--- config.mk ---
export PLATFORM = sky130hd
export DESIGN_NAME = ram_port_arb_flat
export DESIGN_NICKNAME = d
export VERILOG_FILES = /design/src/rtl/ram_port_arb_if.sv /design/src/rtl/ram_port_arb.sv /design/src/flat_wrapper.sv
export SDC_FILE = /design/constraint.sdc
export NUM_CORES = 1
export LEC_CHECK = 0
export ABC_CLOCK_PERIOD_IN_PS = 2500
export BUFFER_PORTS_ARGS = -buffer_cell sky130_fd_sc_hd__buf_4
export CAP_MARGIN = 10
export CORE_AREA = 5 5 93 95
export CTS_BUF_LIST = sky130_fd_sc_hd__clkbuf_16
export DETAILED_ROUTE_END_ITERATION = 10
export DIE_AREA = 0 0 98 100
export PLACE_DENSITY = 0.56
export SLEW_MARGIN = 40
export SYNTH_ARGS = -nofsm -noshare
export SYNTH_HDL_FRONTEND = slang
export SYNTH_SLANG_ARGS = --single-unit
--- constraint.sdc ---
create_clock -name clk -period 2.5 [get_ports clk]
set_input_delay 0.25 -clock clk [delete_from_list [all_inputs] [get_ports clk]]
set_output_delay 0.25 -clock clk [all_outputs]
set_load 0.05 [all_outputs]
--- src/rtl/ram_port_arb_if.sv ---
// Requester-side bundle for one port of ram_port_arb: request/command fields
// driven by the requester, accept/response fields driven by the arbiter.
// Latency and flow control are defined by the arbiter; this only groups the wires.
//
// Ports (per instance):
//   req/wr/wstrb/addr/wdata : request and command, held by requester until addr_ok
//   addr_ok                 : request accepted this cycle
//   data_ok/rdata           : response one cycle after acceptance (rdata on reads)
interface ram_port_arb_if #(
    parameter int ADDR_W = 10
);
    logic              req;
    logic              wr;
    logic [3:0]        wstrb;
    logic [ADDR_W-1:0] addr;
    logic [31:0]       wdata;
    logic              addr_ok;
    logic              data_ok;
    logic [31:0]       rdata;

    modport master (
        output req, wr, wstrb, addr, wdata,
        input  addr_ok, data_ok, rdata
    );

    modport slave (
        input  req, wr, wstrb, addr, wdata,
        output addr_ok, data_ok, rdata
    );
endinterface

--- src/rtl/ram_port_arb.sv ---
// Two-requester arbiter onto one single-port synchronous RAM (byte-write capable).
// Latency: grant/addr_ok combinational in the request cycle, data_ok the next cycle.
// Backpressure: a losing requester holds req; round-robin serves it within two cycles.
//
// Ports:
//   clk, resetn     : single clock, asynchronous active-low reset
//   rr_en           : 1 = round-robin, 0 = fixed priority (m1 over m0)
//   m0, m1          : requester ports (ram_port_arb_if.slave)
//   ram_en/ram_wen/ram_addr/ram_wdata/ram_rdata : RAM access port
module ram_port_arb #(
    parameter int ADDR_W = 10
) (
    input  logic              clk,
    input  logic              resetn,
    input  logic              rr_en,
    ram_port_arb_if.slave     m0,
    ram_port_arb_if.slave     m1,
    output logic              ram_en,
    output logic [3:0]        ram_wen,
    output logic [ADDR_W-1:0] ram_addr,
    output logic [31:0]       ram_wdata,
    input  logic [31:0]       ram_rdata
);

    logic gnt0;
    logic gnt1;
    logic last_gnt;   // index of the most recently granted requester
    logic resp_vld;   // a grant happened last cycle
    logic resp_id;    // which requester that grant belonged to

    // Grant is purely combinational; resetn gates it so nothing is accepted
    // or driven to the RAM while reset is held, whatever the requests say.
    always_comb begin
        gnt0 = 1'b0;
        gnt1 = 1'b0;
        if (resetn) begin
            if (rr_en) begin
                // On a tie, the requester not served last time wins.
                gnt1 = m1.req && (!m0.req || !last_gnt);
            end else begin
                gnt1 = m1.req;
            end
            gnt0 = m0.req && !gnt1;
        end
    end

    // RAM command mux. Address/data follow m0 when idle; they are ignored
    // by the RAM because ram_en is low.
    always_comb begin
        ram_en    = gnt0 || gnt1;
        ram_wen   = 4'b0000;
        ram_addr  = m0.addr;
        ram_wdata = m0.wdata;
        if (gnt1) begin
            ram_addr  = m1.addr;
            ram_wdata = m1.wdata;
            ram_wen   = m1.wr ? m1.wstrb : 4'b0000;
        end else if (gnt0) begin
            ram_wen   = m0.wr ? m0.wstrb : 4'b0000;
        end
    end

    // Response tracking. Because the RAM returns read data exactly one cycle
    // after the access and commits writes at the same edge, a write followed
    // by a read to the same address on back-to-back cycles needs no stall.
    always_ff @(posedge clk or negedge resetn) begin
        if (!resetn) begin
            last_gnt <= 1'b1;   // m0 wins the first round-robin tie
            resp_vld <= 1'b0;
            resp_id  <= 1'b0;
        end else begin
            resp_vld <= gnt0 || gnt1;
            if (gnt0 || gnt1) begin
                last_gnt <= gnt1;
                resp_id  <= gnt1;
            end
        end
    end

    assign m0.addr_ok = gnt0;
    assign m1.addr_ok = gnt1;

    // resetn gating also hides a response whose grant preceded the reset.
    assign m0.data_ok = resetn && resp_vld && !resp_id;
    assign m1.data_ok = resetn && resp_vld &&  resp_id;

    assign m0.rdata = ram_rdata;
    assign m1.rdata = ram_rdata;

endmodule

--- src/flat_wrapper.sv ---
// flat-port wrapper written by rule: the top's interface ports become plain ports
module ram_port_arb_flat 
#(
    parameter int ADDR_W = 10
)
  (clk, resetn, rr_en, ram_en, ram_wen, ram_addr, ram_wdata, ram_rdata, m0_req, m0_wr, m0_wstrb, m0_addr, m0_wdata, m0_addr_ok, m0_data_ok, m0_rdata, m1_req, m1_wr, m1_wstrb, m1_addr, m1_wdata, m1_addr_ok, m1_data_ok, m1_rdata);
  ram_port_arb_if #(.ADDR_W(ADDR_W)) m0_i ();
  ram_port_arb_if #(.ADDR_W(ADDR_W)) m1_i ();
  input  logic clk;
  input  logic resetn;
  input  logic rr_en;
  output logic ram_en;
  output logic [3:0] ram_wen;
  output logic [ADDR_W-1:0] ram_addr;
  output logic [31:0] ram_wdata;
  input  logic [31:0] ram_rdata;
  input wire logic [$bits(m0_i.req)-1:0] m0_req;
  input wire logic [$bits(m0_i.wr)-1:0] m0_wr;
  input wire logic [$bits(m0_i.wstrb)-1:0] m0_wstrb;
  input wire logic [$bits(m0_i.addr)-1:0] m0_addr;
  input wire logic [$bits(m0_i.wdata)-1:0] m0_wdata;
  output wire logic [$bits(m0_i.addr_ok)-1:0] m0_addr_ok;
  output wire logic [$bits(m0_i.data_ok)-1:0] m0_data_ok;
  output wire logic [$bits(m0_i.rdata)-1:0] m0_rdata;
  input wire logic [$bits(m1_i.req)-1:0] m1_req;
  input wire logic [$bits(m1_i.wr)-1:0] m1_wr;
  input wire logic [$bits(m1_i.wstrb)-1:0] m1_wstrb;
  input wire logic [$bits(m1_i.addr)-1:0] m1_addr;
  input wire logic [$bits(m1_i.wdata)-1:0] m1_wdata;
  output wire logic [$bits(m1_i.addr_ok)-1:0] m1_addr_ok;
  output wire logic [$bits(m1_i.data_ok)-1:0] m1_data_ok;
  output wire logic [$bits(m1_i.rdata)-1:0] m1_rdata;
  assign m0_i.req = m0_req;
  assign m0_i.wr = m0_wr;
  assign m0_i.wstrb = m0_wstrb;
  assign m0_i.addr = m0_addr;
  assign m0_i.wdata = m0_wdata;
  assign m0_addr_ok = m0_i.addr_ok;
  assign m0_data_ok = m0_i.data_ok;
  assign m0_rdata = m0_i.rdata;
  assign m1_i.req = m1_req;
  assign m1_i.wr = m1_wr;
  assign m1_i.wstrb = m1_wstrb;
  assign m1_i.addr = m1_addr;
  assign m1_i.wdata = m1_wdata;
  assign m1_addr_ok = m1_i.addr_ok;
  assign m1_data_ok = m1_i.data_ok;
  assign m1_rdata = m1_i.rdata;
  ram_port_arb #(.ADDR_W(ADDR_W)) u_core (.clk(clk), .resetn(resetn), .rr_en(rr_en), .m0(m0_i), .m1(m1_i), .ram_en(ram_en), .ram_wen(ram_wen), .ram_addr(ram_addr), .ram_wdata(ram_wdata), .ram_rdata(ram_rdata));
endmodule
==> results.ini, run 1 <==
[status]
status = finished clean

[logic_synthesis]
syn_area_per_cell_um2 = 10.0
ys_seq_area_share_pct = 5.43
yosysWarnings = 0
synth_area_mm2 = 0.00141
synth.distinct_cells = 16
synth_top_area_share_pct = 41.7
synth_top_family_by_area = multiplexers
synth_compound_area_share_pct = 2.85
ys_seq_elements = 3
async_flop_share_pct = 100
synth_nets = 271
synth_edf_count = 0
syn_inst = 140
synthFlopType = dfrtp_1
synth-simple-area-share_pct = 6.68
synthMuxAreaShare_pct = 44.1
synthAdderAreaFrac_pct = 0
synth_top_cell_by_area = mux2_4
synth.most_common_cell = buf_4
synthTopCellsByCount = buf_4 (64), mux2_4 (39), nand2_1 (15)
synthTopCellsByArea = mux2_4 (42%), buf_4 (34%), buf_12 (5.7%)
synth_xor_area_share_pct = 0

[clock_network]
clock_path_buffers = 2
tritoncts = built
insertion_delay_ps = 220
htreeDepth = 1
ctsHoldBuffers = 1
clk_pin_slew_ps = 30
post_cts_buffers = 0
cts_resized = 0
clkSinkCount = 3
cts-root-buf = clkbuf_16
cts_buffers = 3

[sta]
setup_tns_ps = 0
finalCritPeriodShare_pct = 89.9
final-max-slew-violation-count = 0
fmax_ghz = 0.445
tightest_slew_ps = 420
min_period_ps = 2250
finalClockSkew_ps = 0.0245
finalSetupViolations = 0
relSlewSlack_pct = 72.0
rsz0062_at_grt = false
finalHoldViolCount = 0

[setup_path]
critPathMaxFanout = 43
critPathRequiredTime_ps = 2250
r2r_cells = 3
endpoint_kind = primary output
path_class = primary input to primary output
critPathArrivalTime_ps = 2000
critPathLaunchType = primary input

[detailed_routing]
drc = 0
drt_pass1_iterations = 4
drtIter0Drc = 16
wl_um = 5000
ant_nets = 0
vias = 1223
wl_per_cell_um = 15.3
vias_per_cell = 3.73

[placed_design]
io_buffers = 149
dpl_cell_area_mm2 = 0.00209
dp_hpwl_um = 4370
gp_congestion = 0.747

[final_layout]
num_antenna_cells = 0
drive_gt1_share_pct = 87.6
syn_to_final_growth_pct = 55.1
fillers = 802
finish.instance_area_mm2 = 0.00218
multi_input_area_um2 = 753
seqCellArea_um2 = 76.3
fin_nets = 358

[hold_path]
min_path_cells = 2
hold_class = primary input to register

[floorplan]
die_h_um = 100
core-area_mm2 = 0.00765
floorplan.initialDensity_pct = 18.4
die_w_um = 98
fp-row-count = 32
io_pins = 246
dieArea_mm2 = 0.00980

[power]
leakage_nw = 1.18
peakVddDrop_uv = 188
p_per_area_mw_per_mm2 = 414

[global_route]
grt_max_degree = 44
grt_pass1_wl_um = 7040
grt_pass1_vias = 1300
grtUsageTotal_pct = 8.94
grt-ovfl-total = 0
antenna_found_initial = 0

[run]
cap_violations = 0

per-stage QoR:
| step | std cells | total power, mW | hold slack [ps] | utilization (%) | setup slack (ps) |
|---|---|---|---|---|---|
| after floorplan | 140 | 0.721 | -45.6 | - | 694 |
| after global placement | 323 | 0.655 | 67.3 | 27.3 | 727 |
| after detailed placement | 323 | 0.660 | 69.2 | 27.3 | 716 |
| after CTS | 328 | 0.915 | 314 | 28.5 | 221 |
| after global routing | 328 | 0.938 | 329 | 28.5 | 158 |
| final | 328 | 0.903 | 314 | 28.5 | 253 |
cell families after synthesis:
logic type	after synthesis
AOI/OAI and AO/OA	6
buffers and inverters	70
DFF	3
muxes	42
and+or+nand+nor	19
flip-flops by register name, summed over array words and instances (netlist names):
name             cells
u_core.resp_vld      1
u_core.last_gnt      1
u_core.resp_id       1
report_power, final:
part	switching, mW	leakage [nW]	total, mW	internal [mW]
combinational	0.329	1.10	0.595	0.266
clock	0.0417	0.0423	0.248	0.206
sequential	0.00431	0.0343	0.0603	0.0560
total	0.375	1.18	0.903	0.528
layout make-up:
cell class | count | share of cell area (%)
clock buffers | 3 | 3.44
clock inverters | 1 | 0.172
repair buffers | 150 | 51.8
well taps | 102 | 5.86
flip-flops and latches | 3 | 3.50
multi-input cells | 67 | 34.6
inverters | 2 | 0.689
layout by cell type (no fill, tap or decap):
cell	Yosys	layout
inv_8	1	1
a21o_1	1	1
o22ai_1	4	4
dlygate4sd3_1	0	1
mux2_4	39	39
buf_4	64	149
dfrtp_1	2	2
dfstp_2	1	1
nand2_1	15	15
and3_1	1	1
o21a_1	1	1
inv_1	1	2
nor2_1	1	1
nand3_4	1	1
clkbuf_16	0	3
nand3_2	1	1
mux2_2	3	3
final timing paths:
path / from / slack, ps / to
worst min-delay path: m1_req / 310 / u_core.resp_vld$_DFF_PN0_
worst min register to register: u_core.last_gnt$_DFFE_PN1P_ / 480 / u_core.last_gnt$_DFFE_PN1P_
max in group asynchronous: resetn / 1910 / u_core.last_gnt$_DFFE_PN1P_
worst max-delay path: resetn / 250 / ram_addr[9]
min in group asynchronous: resetn / 390 / u_core.resp_vld$_DFF_PN0_
worst max register to register: u_core.last_gnt$_DFFE_PN1P_ / 1530 / u_core.resp_id$_DFFE_PN0P_
worst max-delay path: stages:
cell and delay, ps:
dlygate4sd3_1 530, buf_4 160, nand3_4 140, inv_8 320
mux2_2 390, buf_4 190
layer usage:
layer	vias to the layer above	global-route usage [%]	part of all wire (%)
li1	579	-	-
met1	550	9.14	36
met2	90	16.5	50
met3	4	3.61	13
met4	0	3.09	0.80
met5	-	0	0
Note: power is estimated with default switching activity, not from simulation.
==> run 2, diff against run 1 <==
Settings changed: ABC_CLOCK_PERIOD_IN_PS 2500 to not set, CORE_AREA 5 5 93 95 to 4 4 92 94, DIE_AREA 0 0 98 100 to 0 0 96 98.
==> results.ini, run 2 (synthesis results as in run 1) <==
[sta]
tightest_slew_ps = 421  ; +1.22 ps
final-max-slew-violation-count = 0  ; unchanged
finalClockSkew_ps = 0.0600  ; +0.0355 ps
min_period_ps = 2260  ; +9.02 ps
finalCritPeriodShare_pct = 90.2  ; +0.36 points
finalWorstSetupSlack_ps = 244  ; -9.02 ps
relSlewSlack_pct = 71.9  ; -0.081 points
finalSetupViolations = 0  ; unchanged
setup_tns_ps = 0  ; unchanged
finalHoldViolCount = 0  ; unchanged
rsz0062_at_grt = false
fmax_ghz = 0.443  ; -0.40%

[floorplan]
dieArea_mm2 = 0.00941  ; -4.0%
die_h_um = 98  ; -2.0%
fp-row-count = 32  ; unchanged
io_pins = 246  ; unchanged
core-area_mm2 = 0.00765  ; unchanged
die_w_um = 96  ; -2.0%
floorplan.initialDensity_pct = 18.4  ; unchanged

[global_route]
grtUsageTotal_pct = 8.71  ; -0.23 points
antenna_found_initial = 0  ; unchanged
grt_pass1_vias = 1217  ; -6.4%
grt-ovfl-total = 0  ; unchanged
grt_max_degree = 44  ; unchanged
grt_pass1_wl_um = 6410  ; -8.9%

[placed_design]
dpl_cell_area_mm2 = 0.00209  ; unchanged
placement.setup.worst_slack_ps = 702  ; -13.7 ps
io_buffers = 149  ; unchanged
gp_congestion = 0.664  ; -11%
dp_hpwl_um = 4190  ; -4.1%

[detailed_routing]
met3_length_um = 909  ; +43%
wl_per_cell_um = 14.8  ; -2.8%
ant_nets = 0  ; unchanged
drt_pass1_iterations = 4  ; unchanged
vias = 1209  ; -1.1%
drc = 0  ; unchanged
vias_per_cell = 3.69  ; -1.1%
wl_um = 4870  ; -2.8%
wl_met1_um = 1360  ; -25%
top_layer = met4
drtIter0Drc = 26  ; +10
wl_met2_um = 2550  ; +1.1%

[setup_path]
path_class = primary input to primary output
critPathArrivalTime_ps = 2010  ; about the same
critPathMaxFanout = 43  ; unchanged
critPathLaunchType = primary input
endpoint_kind = primary output
critPathRequiredTime_ps = 2250  ; about the same

[power]
peakVddDrop_uv = 131  ; -30%
clock_power_share_pct = 27.4  ; about the same
p_per_area_mw_per_mm2 = 413  ; -0.35%
switching_share_pct = 41.4  ; -0.19 points
power_frac_seq_pct = 6.6  ; about the same
power_uw = 900  ; -0.35%
comb_power_share_pct = 65.9  ; about the same
leakage_nw = 1.18  ; unchanged
power.switching_uw = 372  ; -0.80%
intPower_uw = 528  ; about the same

[clock_network]
insertion_delay_ps = 220  ; about the same
cts_resized = 0  ; unchanged
post_cts_buffers = 0  ; unchanged
tritoncts = built
clock_path_buffers = 2  ; unchanged
clk_pin_slew_ps = 30  ; about the same
cts-root-buf = clkbuf_16
htreeDepth = 1  ; unchanged
clkSinkCount = 3  ; unchanged
cts_buffers = 3  ; unchanged

[hold_path]
hold_class = primary input to register

[run]
cap_violations = 0  ; unchanged

[final_layout]
fin_nets = 358  ; unchanged
largestRegisters = u_core.last_gnt: 1 flops, u_core.resp_id: 1 flops, u_core.resp_vld: 1 flops
finish.instance_area_mm2 = 0.00218  ; unchanged
mostFrequentLayoutCells = buf_4 (149), mux2_4 (39), nand2_1 (15), o22ai_1 (4)
final_common_cell = buf_4
drive_gt1_share_pct = 87.6  ; unchanged
num_antenna_cells = 0  ; unchanged
syn_to_final_growth_pct = 55.1  ; unchanged
fillers = 809  ; +0.87%

[status]
status = finished clean

-- run 2: cell counts in the layout (fill, tap and decap cells not counted) --
Identical to the previous run, type by type.
-- run 2: path summary, 6_finish.rpt --
kind / start / end / slack [ps] / depth (start not counted)
worst max-delay path: resetn / ram_wdata[31] / 240 / 6
worst min-delay path: m0_req / u_core.resp_vld$_DFF_PN0_ / 320 / 2
worst max register to register: u_core.last_gnt$_DFFE_PN1P_ / u_core.resp_id$_DFFE_PN0P_ / 1530 / 3
worst min register to register: u_core.last_gnt$_DFFE_PN1P_ / u_core.last_gnt$_DFFE_PN1P_ / 480 / 2
max in group asynchronous: resetn / u_core.last_gnt$_DFFE_PN1P_ / 1910 / 2
min in group asynchronous: resetn / u_core.resp_id$_DFFE_PN0P_ / 390 / 2
-- run 2: timing repair --
| item | 4_1_cts | 5_1_grt |
|---|---|---|
| hold buffers | 1 | 0 |
| endpoints found under the setup margin | 0 | 0 |
| hold endpoints to repair | 2 | 0 |
-- run 2: stage by stage --
step | instances | hold WS [ps] | utilization [%]
after floorplan | 140 | -45.6 | -
after global placement | 323 | 66.0 | 27.3
after detailed placement | 323 | 68.0 | 27.3
after CTS | 328 | 321 | 28.5
after global routing | 328 | 340 | 28.5
final | 328 | 316 | 28.5
-- run 2: layout make-up --
class	count	area, um2	share of cell area [%]
repair buffers	150	1130	51.8
multi-input cells	67	753	34.6
well taps	102	128	5.86
flip-flops and latches	3	76.3	3.50
clock buffers	3	75.1	3.44
inverters	2	15.0	0.689
clock inverters	1	3.75	0.172
-- run 2: per-layer routing --
metal,up-vias,global-route usage (%)
met1,530,7.29
met3,8,4.16
met5,-,0
met2,93,17.1
met4,0,2.95
li1,578,-
-- run 2: power groups by stage --
stage	Combinational, mW	Sequential, mW	Clock, mW
6_report	0.593	0.0598	0.247
5_1_grt	0.619	0.0607	0.262
4_1_cts	0.600	0.0598	0.249
3_5_place_dp	0.596	0.0603	0
3_3_place_gp	0.593	0.0599	0
2_1_floorplan	0.661	0.0595	0
-- run 2: worst max-delay path: stages --
cell           delay (ps)
dlygate4sd3_1         530
buf_4                 160
nand3_4               130
inv_8                 330
mux2_2                390
buf_4                 190
